File: config.mk
export PLATFORM = sky130hd
export DESIGN_NAME = unary_add_driver
export DESIGN_NICKNAME = d
export VERILOG_FILES = /design/src/rtl/unary_add_pkg.sv /design/src/rtl/unary_pulse_counter.sv /design/src/rtl/unary_add_driver.sv
export SDC_FILE = /design/constraint.sdc
export NUM_CORES = 1
export LEC_CHECK = 0
export CORE_UTILIZATION = 40
export DETAILED_ROUTE_END_ITERATION = 8
export PLACE_DENSITY_LB_ADDON = 0.05
export SYNTH_ARGS = -nofsm -noshare
export SYNTH_HDL_FRONTEND = slang
export SYNTH_HIERARCHICAL = 1
export SYNTH_SLANG_ARGS = --single-unit
export TNS_END_PERCENT = 5
File: constraint.sdc
create_clock -name clk -period 5.1 [get_ports clk]
set_input_delay 1.02 -clock clk [delete_from_list [all_inputs] [get_ports clk]]
set_output_delay 1.02 -clock clk [all_outputs]
set_load 0.05 [all_outputs]
File: src/rtl/unary_add_pkg.sv
// Shared types and helpers for the unary adder driver: FSM state encoding and
// read-window sizing.
package unary_add_pkg;

  localparam int DEF_WIDTH = 4;

  typedef enum logic [2:0] {
    IDLE  = 3'd0,
    PULSE = 3'd1,
    GAP   = 3'd2,
    READ  = 3'd3,
    DONE  = 3'd4
  } state_t;

  // Read window must cover the longest possible unary result plus settling slack.
  function automatic int unsigned rd_cycles(input int unsigned width, input int unsigned extra);
    return (32'd1 << width) - 32'd1 + extra;
  endfunction

endpackage

File: src/rtl/unary_pulse_counter.sv
// Decodes the adder's unary dout stream: saturating pulse counter plus a sticky
// OR of the adder overflow flag. Next-state values are exported so the owner can
// capture the final count in the same edge as the last sampled pulse.
module unary_pulse_counter import unary_add_pkg::*; #(
  parameter int WIDTH = DEF_WIDTH
) (
  input  logic             clk,
  input  logic             rst,
  input  logic             clr,
  input  logic             inc,
  input  logic             flag_in,
  output logic [WIDTH-1:0] count_next,
  output logic             flag_next
);

  logic [WIDTH-1:0] count_r;
  logic             flag_r;
  logic             sat_s;

  // Next count (saturating) and next sticky overflow flag.
  always_comb begin
    sat_s      = (count_r == '1);
    count_next = count_r;
    flag_next  = flag_r;
    if (clr) begin
      count_next = '0;
      flag_next  = 1'b0;
    end else begin
      if (inc && !sat_s) begin
        count_next = count_r + WIDTH'(1);
      end else begin
        count_next = count_r;
      end
      flag_next = flag_r | flag_in;
    end
  end

  // Counter and flag registers.
  always_ff @(posedge clk or posedge rst) begin
    if (rst) begin
      count_r <= '0;
      flag_r  <= 1'b0;
    end else begin
      count_r <= count_next;
      flag_r  <= flag_next;
    end
  end

endmodule

File: src/rtl/unary_add_driver.sv
// Host-side driver for the unary adder: serialises two binary operands into unary
// pulse trains on A/B, then reads the adder's unary sum back into binary with carry.
module unary_add_driver #(
  parameter int WIDTH    = unary_add_pkg::DEF_WIDTH,
  parameter int GAP      = 1,
  parameter int RD_EXTRA = 2
) (
  input  logic             clk,
  input  logic             rst,
  input  logic             start,
  input  logic [WIDTH-1:0] a_val,
  input  logic [WIDTH-1:0] b_val,
  output logic             busy,
  output logic             done,
  output logic [WIDTH-1:0] result,
  output logic             carry,
  output logic             A,
  output logic             B,
  output logic             en,
  output logic             read_or_write,
  input  logic             dout,
  input  logic             C
);
  import unary_add_pkg::*;

  localparam int RD_CYC = int'(rd_cycles(WIDTH, RD_EXTRA));
  localparam int RDW    = $clog2(RD_CYC + 1);
  localparam int GW     = (GAP > 1) ? $clog2(GAP + 1) : 1;

  state_t           state_r, state_s;
  logic [WIDTH-1:0] rem_a_r, rem_a_s;
  logic [WIDTH-1:0] rem_b_r, rem_b_s;
  logic [WIDTH-1:0] slots_r, slots_s;
  logic [GW-1:0]    gap_r, gap_s;
  logic [RDW-1:0]   rd_r, rd_s;
  logic             a_s, b_s, en_s, rw_s, busy_s, done_s, carry_s;
  logic [WIDTH-1:0] result_s;
  logic             clr_s, inc_s, c_in_s;
  logic [WIDTH-1:0] cnt_next;
  logic             flag_next;

  // Counter controls: clear on accept, sample dout and C only inside the read window.
  always_comb begin
    clr_s  = (state_r == IDLE) && start;
    inc_s  = (state_r == READ) && dout;
    c_in_s = (state_r == READ) && C;
  end

  unary_pulse_counter #(.WIDTH(WIDTH)) u_counter (
    .clk        (clk),
    .rst        (rst),
    .clr        (clr_s),
    .inc        (inc_s),
    .flag_in    (c_in_s),
    .count_next (cnt_next),
    .flag_next  (flag_next)
  );

  // Next state first, then outputs and counter loads derived from the state being entered,
  // so every output is a register that lines up with its state.
  always_comb begin
    state_s  = state_r;
    rem_a_s  = rem_a_r;
    rem_b_s  = rem_b_r;
    slots_s  = slots_r;
    gap_s    = gap_r;
    rd_s     = rd_r;
    a_s      = 1'b0;
    b_s      = 1'b0;
    en_s     = 1'b0;
    rw_s     = 1'b0;
    busy_s   = 1'b0;
    done_s   = 1'b0;
    result_s = result;
    carry_s  = carry;

    case (state_r)
      IDLE: begin
        if (start) begin
          rem_a_s = a_val;
          rem_b_s = b_val;
          slots_s = (a_val > b_val) ? a_val : b_val;
          if (slots_s == '0) begin
            state_s = READ;
          end else begin
            state_s = PULSE;
          end
        end else begin
          state_s = IDLE;
        end
      end
      PULSE: state_s = unary_add_pkg::GAP;
      unary_add_pkg::GAP: begin
        if (gap_r != '0) begin
          gap_s = gap_r - GW'(1);
        end else if (slots_r != '0) begin
          state_s = PULSE;
        end else begin
          state_s = READ;
        end
      end
      READ: begin
        if (rd_r == '0) begin
          state_s = DONE;
        end else begin
          rd_s = rd_r - RDW'(1);
        end
      end
      DONE:    state_s = IDLE;
      default: state_s = IDLE;
    endcase

    case (state_s)
      PULSE: begin
        en_s    = 1'b1;
        busy_s  = 1'b1;
        a_s     = (rem_a_s != '0);
        b_s     = (rem_b_s != '0);
        rem_a_s = rem_a_s - WIDTH'(a_s);
        rem_b_s = rem_b_s - WIDTH'(b_s);
        slots_s = slots_s - WIDTH'(1);
      end
      unary_add_pkg::GAP: begin
        en_s   = 1'b1;
        busy_s = 1'b1;
        if (state_r != unary_add_pkg::GAP) begin
          gap_s = GW'(GAP - 1);
        end else begin
          gap_s = gap_s;
        end
      end
      READ: begin
        en_s   = 1'b1;
        rw_s   = 1'b1;
        busy_s = 1'b1;
        if (state_r != READ) begin
          rd_s = RDW'(RD_CYC - 1);
        end else begin
          rd_s = rd_s;
        end
      end
      DONE: begin
        busy_s   = 1'b1;
        done_s   = 1'b1;
        result_s = cnt_next;
        carry_s  = flag_next;
      end
      IDLE:    busy_s = 1'b0;
      default: busy_s = 1'b0;
    endcase
  end

  // State, counters and registered outputs.
  always_ff @(posedge clk or posedge rst) begin
    if (rst) begin
      state_r       <= IDLE;
      rem_a_r       <= '0;
      rem_b_r       <= '0;
      slots_r       <= '0;
      gap_r         <= '0;
      rd_r          <= '0;
      A             <= 1'b0;
      B             <= 1'b0;
      en            <= 1'b0;
      read_or_write <= 1'b0;
      busy          <= 1'b0;
      done          <= 1'b0;
      result        <= '0;
      carry         <= 1'b0;
    end else begin
      state_r       <= state_s;
      rem_a_r       <= rem_a_s;
      rem_b_r       <= rem_b_s;
      slots_r       <= slots_s;
      gap_r         <= gap_s;
      rd_r          <= rd_s;
      A             <= a_s;
      B             <= b_s;
      en            <= en_s;
      read_or_write <= rw_s;
      busy          <= busy_s;
      done          <= done_s;
      result        <= result_s;
      carry         <= carry_s;
    end
  end

endmodule
==> results.md, run 1 <==
* Final setup fails at 0
* Fmax at 265 MHz
* Share of layout cells above drive strength 1 at 13.2%
* Initial antenna violation count at 0
* EDFF count, synth at 0
* CTS Root Cell: clkbuf_8
* Post-synthesis sequential area ratio at 44.1%
* Port bufs at 23
* Final Hold Viols at 0
* PwrDens at 610 nW/µm²
* P_leak at 1.07 nW
* Die height at 74.5 µm
* CP Class: in -> reg
* Worst vdd ir at 0.000298 V
* DR vias at 1519
* Finished Core Util at 48.9%
* Maximum root-to-sink buffer count at 2
* # rows at 26
* Finished Layout Cells at 289
* Rel. slew slack at 32.0%
* Placed Area at 2390 µm²
* First-pass GRT wire length at 6.89 mm
* Sink Count at 37
* HP Class: reg -> reg
* Startpoint types: input pin
* CTS H-tree lvls at 2
* Die ar. at 5540 µm²
* Cell count after synthesis at 192
* Syn_nets at 216
* Largest net degree at the start of global routing at 24
* Placed cells at 282
* Routability cong. at 0.838
* Drt wl/cell at 14.1 µm
* CTS buffer count at 5
* Mean Syn Cell Area at 10.9 µm²
* Vias in the first global route at 1506
* Syn. warnings at 6
* Die Wd at 74.5 µm
* GR Overflow Total at 0
* Post-CTS Repair Setup Buffers at 0
* Nets@finish at 243
* Router iterations before antenna repair at 4
* CP Data Arrival Time at 3940 ps
* Main flop type after synthesis: dfrtp_1
* RSZ-0062 raised after global routing: false
* Tot Pwr at 1.51 mW
* Total GRT Usage at 16.8%
* Num ports at 24
* Setup TNS at 0 ps
* Post-DP HPWL at 3.12 mm
* Starting Density at 41.4%
* Worst slew pin tran at 1020 ps
* Final Max Slew Viols at 0
* Core ar. at 5070 µm²
* TritonCTS clock tree: done
* Final Critical Period at 3780 ps
* Synth async-reset ratio at 100%
* Final setup skew at 6.42 ps
* Resized cells post-CTS at 0
* Initial DRC Count at 40
* CP required at 5260 ps
* Pre-CTS setup slack at 1020 ps
* ANT cells at 0
* Synthesis-to-finish area growth at 18.1%
* Worst hold margin at 516 ps
* Hold_buf cts at 0
* DRC viols at 0
* Period utilisation layout at 74.1%
* Critical Path Sink Type: flop
* Clock transition at path regs at 70 ps
* Worst skew pair latency at 280 ps
* Remaining antenna violation count after routing at 0
* DR vias/cell at 5.26
* Max-cap violations at 0
* Worst-path fanout max at 14
* Post-synthesis register bit count at 37
* Syn Std Cell Area at 2100 µm²
* Detailed Route WL at 4.07 mm
* Post-Layout Inst Area at 2480 µm²
* Netlist cell types at 49
* Final worst setup slack at 1320 ps
* Status: complete, no violations
state kept, by name, indices dropped and copies added (netlist names), 3 cells and up:
signal             count
rd_r                   5
rem_a_r                4
rem_b_r                4
result                 4
slots_r                4
u_counter/count_r      4
state_r                3
layout make-up:
type / count / area (µm²)
inverter: 11 / 46.3
sequential: 37 / 926
timing repair buffer: 24 / 238
clock buffer: 7 / 86.3
tap: 70 / 87.6
multi-input combinational: 140 / 1100
fill: 484 / 2590
cell usage in the layout, fill, tap and decap left out, types with 6 or more instances in the layout:
cell type / Yosys / layout
nand3_1: 6 / 6
clkdlybuf4s50_1: 0 / 23
ha_1: 11 / 11
dfrtp_1: 37 / 37
mux2i_1: 14 / 14
clkbuf_8: 0 / 6
mux2_2: 7 / 7
a21oi_1: 17 / 17
inv_1: 10 / 10
nor2_1: 16 / 16
power breakdown:
| group | internal (mW) | total, mW | switching, mW |
|---|---|---|---|
| combinational | 0.331 | 0.794 | 0.463 |
| clock | 0.107 | 0.198 | 0.0909 |
| sequential | 0.432 | 0.521 | 0.0895 |
| total | 0.870 | 1.51 | 0.643 |
path summary, 6_finish.rpt:
kind	from	to	slack (ps)	depth (start not counted)
max	b_val[1]	rem_a_r[3]	1320	9
min	result[0]	result[0]	520	1
max reg2reg	state_r[0]	rem_a_r[3]	2240	6
min reg2reg	result[0]	result[0]	520	1
max in group asynchronous	rst	rd_r[3]	3410	3
min in group asynchronous	rst	u_counter/flag_r	970	2
logic make-up after synthesis:
logic type | share of synthesized area (%)
compound gates | 13.1
xor+xnor | 2.92
fa+ha+maj | 6.56
buf+inv | 3.69
flops | 44.1
mux | 11.1
simple gates | 18.5
synth_stat cells, types with 4 or more instances:
library cell | n | share of area [%]
nor3_1 | 5 | 1.2
dfrtp_1 | 37 | 44
ha_1 | 11 | 6.6
inv_1 | 10 | 1.8
nand3_1 | 6 | 1.4
nand2_1 | 5 | 0.89
a21oi_1 | 17 | 4.1
nand2b_1 | 5 | 1.5
mux2i_1 | 14 | 6.7
xor2_1 | 4 | 1.7
mux2_2 | 7 | 3.8
nor2_1 | 16 | 2.9
layer usage:
layer,wire length [µm],vias to the layer above,GRT usage (%)
met5,0,-,0
met4,89,0,7.97
met3,165,10,4.61
met2,1880,34,26.9
met1,1940,727,20.9
li1,-,748,-
worst max-delay path, cell delays in order:
cell	delay, ps
clkdlybuf4s50_1	470
inv_1	90
ha_1	310
nor2b_1	140
o211ai_1	400
a2111oi_4	170
a2111oi_4	950
nand3_1	180
xor2_1	200
Power figures use the tool's default switching activity.
==> run 2, diff against run 1 <==
clock period = 3.6 ns   (was 5.1 ns; I/O delays follow)
==> results.md, run 2 (synthesis results as in run 1) <==
* Critical Path Sink Type: flop
* Worst skew pair latency at 290 ps (about the same)
* CTS Root Cell: clkbuf_8
* DR vias at 1557 (+2.5%)
* Router iterations before antenna repair at 4 (unchanged)
* Final setup fails at 0 (unchanged)
* Worst hold start: result[1]
* Final Critical Period at 3260 ps
* Die Wd at 74.5 µm (unchanged)
* DR vias/cell at 5.31 (+1.1%)
* Share of layout cells above drive strength 1 at 14.8% (+1.6 points)
* Startpoint types: input pin
* P_leak at 1.10 nW (+2.7%)
* Max FFs per register at 5 (unchanged)
* GRT busiest layer: met2
* Worst vdd ir at 0.000403 V (+35%)
* Reg with most FFs: rd_r
* Status: complete, no violations
* Reg-to-reg endpoint: rem_b_r[1]
* # rows at 26 (unchanged)
* Post-DP HPWL at 3.32 mm (+6.5%)
* Die height at 74.5 µm (unchanged)
* Starting Density at 41.4% (unchanged)
* GR Overflow Total at 0 (unchanged)
* RSZ-0062 raised after global routing: false
* TritonCTS clock tree: done
* Tot Pwr at 2.28 mW (+51%)
* Setup TNS at 0 ps (unchanged)
* Core ar. at 5070 µm² (unchanged)
* Final setup skew at 5.26 ps (-1.16 ps)
* Vias in the first global route at 1651 (+9.6%)
* Sink Count at 37 (unchanged)
* Resized cells post-CTS at 0 (unchanged)
* CP required at 3760 ps (-1500 ps)
* Period utilisation layout at 90.7%
* Final Hold Viols at 0 (unchanged)
* Num ports at 24 (unchanged)
* CP Data Arrival Time at 3430 ps (-510 ps)
* HP Class: reg -> reg
* Worst slew pin tran at 558 ps (-462 ps)
* Post-CTS Repair Setup Buffers at 0 (unchanged)
* First-pass GRT wire length at 7.47 mm (+8.4%)
* Clock transition at path regs at 70 ps (about the same)
* ANT cells at 0 (unchanged)
* Remaining antenna violation count after routing at 0 (unchanged)
* CTS H-tree lvls at 2 (unchanged)
* Nets@finish at 246 (+1.2%)
* GR Util met2 at 30.1% (+3.2 points)
* Fmax at 306 MHz
* CTS buffer count at 5 (unchanged)
* Routability cong. at 0.871 (+4.0%)
* Initial antenna violation count at 0 (unchanged)
* WHS Path Cells at 1 (unchanged)
* Max-cap violations at 0 (unchanged)
* Commonest non-fill, non-tap cell in the layout: dfrtp_1
* Placed Area at 2420 µm² (+0.94%)
* Worst hold margin at 515 ps (-1.54 ps)
* Met1 Use GR at 22.1% (+1.2 points)
* Detailed Route WL at 4.41 mm (+8.5%)
* Multi-input gate area at 1100 µm² (unchanged)
* R2r setup slk at 1070 ps (-1170 ps)
* Reg area at 926 µm² (unchanged)
* Hold EP: result[1]
* Critical R2R Launch: state_r[0]
* Drt wl/cell at 15.1 µm (+7.0%)
* Commonest cells after routing, fill and taps aside: 37 x dfrtp_1, 23 x clkdlybuf4s50_1, 17 x a21oi_1, 16 x nor2_1, 14 x mux2i_1
* R2r worst-path depth at 8 (+2)
* PwrDens at 902 nW/µm² (+48%)
* Largest net degree at the start of global routing at 33 (+38%)
* Final Max Slew Viols at 0 (unchanged)
* GR met3 Demand/Resource at 4.34% (-0.27 points)
* Hold_buf cts at 0 (unchanged)
* Initial DRC Count at 36 (-10%)
* Worst setup path start: b_val[1]
* Total GRT Usage at 18.1% (+1.4 points)
* Maximum root-to-sink buffer count at 2 (unchanged)
* CP Class: in -> reg
* Synthesis-to-finish area growth at 20.6%
* Worst-path fanout max at 5 (-9)
* Die ar. at 5540 µm² (unchanged)
* Rel. slew slack at 62.3% (+30 points)
* Post-Layout Inst Area at 2530 µm² (+2.1%)
* Port bufs at 23 (unchanged)
* DRC viols at 0 (unchanged)
* Fillers at 492 (+1.7%)
==> run 2: cell count changes in the layout (fill, tap and decap cells not counted) <==
cell / change
buf_4: +3
bufinv_16: +1
==> run 2: metrics by stage <==
stage,cells,setup slack (ps),util (%)
CTS,293,345,49.9
finish,293,337,49.9
global placement,285,226,47.6
detailed placement,285,53.4,47.6
global route,293,155,49.9
floorplan,192,713,-
==> run 2: final cells by class <==
type                    instances  share of cell area (%)
multi-input cells             140                    43.3
flip-flops and latches         37                    36.6
repair buffers                 27                    10.3
well taps                      70                    3.46
clock buffers                   7                    3.41
inverters                      11                    1.83
clock inverters                 1                    1.19
==> run 2: how the worst max path moves through the flow <==
stage	slack, ps	cells past startpoint	to
after CTS	350	11	slots_r[2]
final	340	11	slots_r[2]
after global routing	150	11	slots_r[2]
after detailed placement	50	11	slots_r[2]
after global placement	230	11	slots_r[2]
after floorplan	710	10	slots_r[2]
==> run 2: per-layer routing <==
metal / part of all wire (%) / wire (µm) / vias up
li1: - / - / 751
met1: 45 / 2000 / 765
met4: 2.0 / 88 / 0
met3: 4.4 / 195 / 7
met5: 0 / 0 / -
met2: 48 / 2130 / 34
==> run 2: worst max-delay path, cell delays in order <==
cell	delay [ps]
clkdlybuf4s50_1	470
inv_1	80
ha_1	320
nor2b_1	150
o211ai_1	420
a21o_1	270
mux2_2	360
mux2i_1	210
ha_1	250
nand2_4	50
xnor2_1	130
==> run 2: power by group <==
group          internal [mW]  total, mW  switching (mW)
combinational          0.495       1.18           0.688
sequential             0.611      0.736           0.125
clock                  0.226      0.364           0.139
==> run 3, diff against run 2 <==
HOLD_SLACK_MARGIN = 0.12   (was default)
PLACE_DENSITY = 0.6   (was default)
PLACE_DENSITY_LB_ADDON = default   (was 0.05)
==> results.md, run 3 (synthesis results as in run 1) <==
* CP max stage cell: clkdlybuf4s50_1
* M1 wire length at 1.94 mm (-2.6%)
* PwrDens at 909 nW/µm² (+0.72%)
* Final Max Slew Viols at 0 (unchanged)
* Max FFs per register at 5 (unchanged)
* Worst skew pair latency at 290 ps (about the same)
* Vias in the first global route at 1521 (-7.9%)
* Final setup fails at 0 (unchanged)
* HP Class: reg -> reg
* Crit path max-delay family: compound AO/OA/AOI/OAI gates
* Core ar. at 5070 µm² (unchanged)
* Die ar. at 5540 µm² (unchanged)
* GR Overflow Total at 0 (unchanged)
* Post-Layout Inst Area at 2560 µm² (+1.1%)
* Final Critical Period at 3200 ps (-59.5 ps)
* Post-CTS Repair Setup Buffers at 0 (unchanged)
* Reg with most FFs: rd_r
* Maximum root-to-sink buffer count at 2 (unchanged)
* Router iterations before antenna repair at 4 (unchanged)
* Critical Path Most Common Cell: ha_1
* Sink Count at 37 (unchanged)
* DR vias at 1512 (-2.9%)
* CTS H-tree lvls at 2 (unchanged)
* Commonest non-fill, non-tap cell in the layout: dfrtp_1
* Startpoint types: input pin
* Worst-path fanout max at 5 (unchanged)
* Crit-path cells: clkdlybuf4s50_1 > inv_1 > ha_1 > nor2b_1 > o211ai_1 > a21o_1 > mux2_2 > mux2i_1 > ha_1 > nand2_4 > xnor2_1
* Share of layout cells above drive strength 1 at 15.6% (+0.83 points)
* Resized cells post-CTS at 0 (unchanged)
* RSZ-0062 raised after global routing: false
* Die Wd at 74.5 µm (unchanged)
* Detailed Route WL at 4.05 mm (-8.2%)
* Rel. slew slack at 59.3% (-3.0 points)
* Initial antenna violation count at 0 (unchanged)
* Total GRT Usage at 17.1% (-1.1 points)
* Setup TNS at 0 ps (unchanged)
* Synthesis-to-finish area growth at 22.0%
* DRC viols at 0 (unchanged)
* CP peak stage delay at 480 ps (about the same)
* Hold_buf cts at 0 (unchanged)
* Top routing layer used: met4
* Largest net degree at the start of global routing at 28 (-15%)
* Fillers at 485 (-1.4%)
* CTS buffer count at 5 (unchanged)
* Initial DRC Count at 49 (+36%)
* Worst vdd ir at 0.000333 V (-17%)
* Num ports at 24 (unchanged)
* Max-cap violations at 0 (unchanged)
* WP buf/inv at 2 (unchanged)
* CP Class: in -> reg
* Routability cong. at 0.898 (+3.1%)
* Fmax at 312 MHz (+1.9%)
* Final Hold Viols at 0 (unchanged)
* Port bufs at 23 (unchanged)
* # rows at 26 (unchanged)
* Period utilisation layout at 89.0% (-1.7 points)
* DR vias/cell at 5.14 (-3.2%)
* Critical Path Sink Type: flop
* CP Data Arrival Time at 3390 ps (-40 ps)
* Nets@finish at 247 (+0.41%)
* CTS Root Cell: clkbuf_8
* Clock transition at path regs at 80 ps (about the same)
* Status: complete, no violations
* ANT cells at 0 (unchanged)
* CP required at 3780 ps (+20 ps)
* Placed Area at 2420 µm² (+0.31%)
* Routed wl met2 at 1.94 mm (-9.0%)
* Worst slew pin tran at 608 ps (+49.9 ps)
* First-pass GRT wire length at 7.13 mm (-4.4%)
* Final setup skew at 4.00 ps (-1.26 ps)
* TritonCTS clock tree: done
* Met3 wire len at 113 µm (-42%)
* Commonest cells after routing, fill and taps aside: 37 x dfrtp_1, 23 x clkdlybuf4s50_1, 17 x a21oi_1, 16 x nor2_1, 14 x mux2i_1
* P_leak at 1.12 nW (+1.3%)
* Drt wl/cell at 13.8 µm (-8.5%)
* Post-DP HPWL at 2.93 mm (-12%)
* Starting Density at 41.4% (unchanged)
* Die height at 74.5 µm (unchanged)
* Remaining antenna violation count after routing at 0 (unchanged)
run 3: changes by cell type in the layout (fill, tap and decap cells not counted):
cell | before | now
clkbuf_8 | 6 | 5
bufinv_16 | 1 | 2
inv_6 | 0 | 1
clkbuf_1 | 1 | 0
buf_4 | 4 | 5
run 3: worst paths after layout:
check / start / endpoint / slack, ps / cells after the start
worst max register to register: state_r[0] / rem_b_r[1] / 1100 / 8
min in group asynchronous: rst / u_counter/count_r[1] / 660 / 2
worst max-delay path: b_val[1] / slots_r[2] / 400 / 11
worst min-delay path: result[2] / result[2] / 510 / 1
worst min register to register: result[2] / result[2] / 510 / 1
max in group asynchronous: rst / rd_r[1] / 2300 / 3
run 3: routing by layer:
layer	up-vias	global-route usage (%)
li1	760	-
met1	729	23.1
met2	18	27.4
met3	5	4.07
met4	0	4.40
met5	-	0
run 3: worst reg2reg max path: cells and delay by family (launching register included):
kind                       cells  cell delay (ps)
AOI/OAI and AO/OA              1              110
adders and majority gates      2              530
muxes                          1              120
buffers and inverters          1              210
DFF                            1              500
and+or+nand+nor                3              960
run 3: area by class of cell:
| cell class | count | area (µm²) | area share, % |
|---|---|---|---|
| Clock buffer | 5 | 68.8 | 2.69 |
| Clock inverter | 3 | 68.8 | 2.69 |
| Inverter | 11 | 46.3 | 1.81 |
| Multi-Input combinational cell | 140 | 1100 | 42.8 |
| Sequential cell | 37 | 926 | 36.2 |
| Tap cell | 70 | 87.6 | 3.42 |
| Timing Repair Buffer | 28 | 268 | 10.5 |
run 3: report_power, final:
| part | switching (mW) | internal, mW | leakage [nW] | total, mW |
|---|---|---|---|---|
| logic | 0.658 | 0.502 | 0.602 | 1.16 |
| registers | 0.120 | 0.610 | 0.446 | 0.731 |
| clock network | 0.157 | 0.279 | 0.0687 | 0.436 |
run 3: stage by stage:
stage	util, %	worst slack, ps	power [mW]	std cells	hold slack, ps
2_1_floorplan	-	713	1.61	192	466
3_3_place_gp	47.8	197	1.89	286	491
3_5_place_dp	47.8	125	1.91	286	496
4_1_cts	50.5	417	2.36	294	515
5_1_grt	50.5	222	2.52	294	537
6_report	50.5	396	2.33	294	511
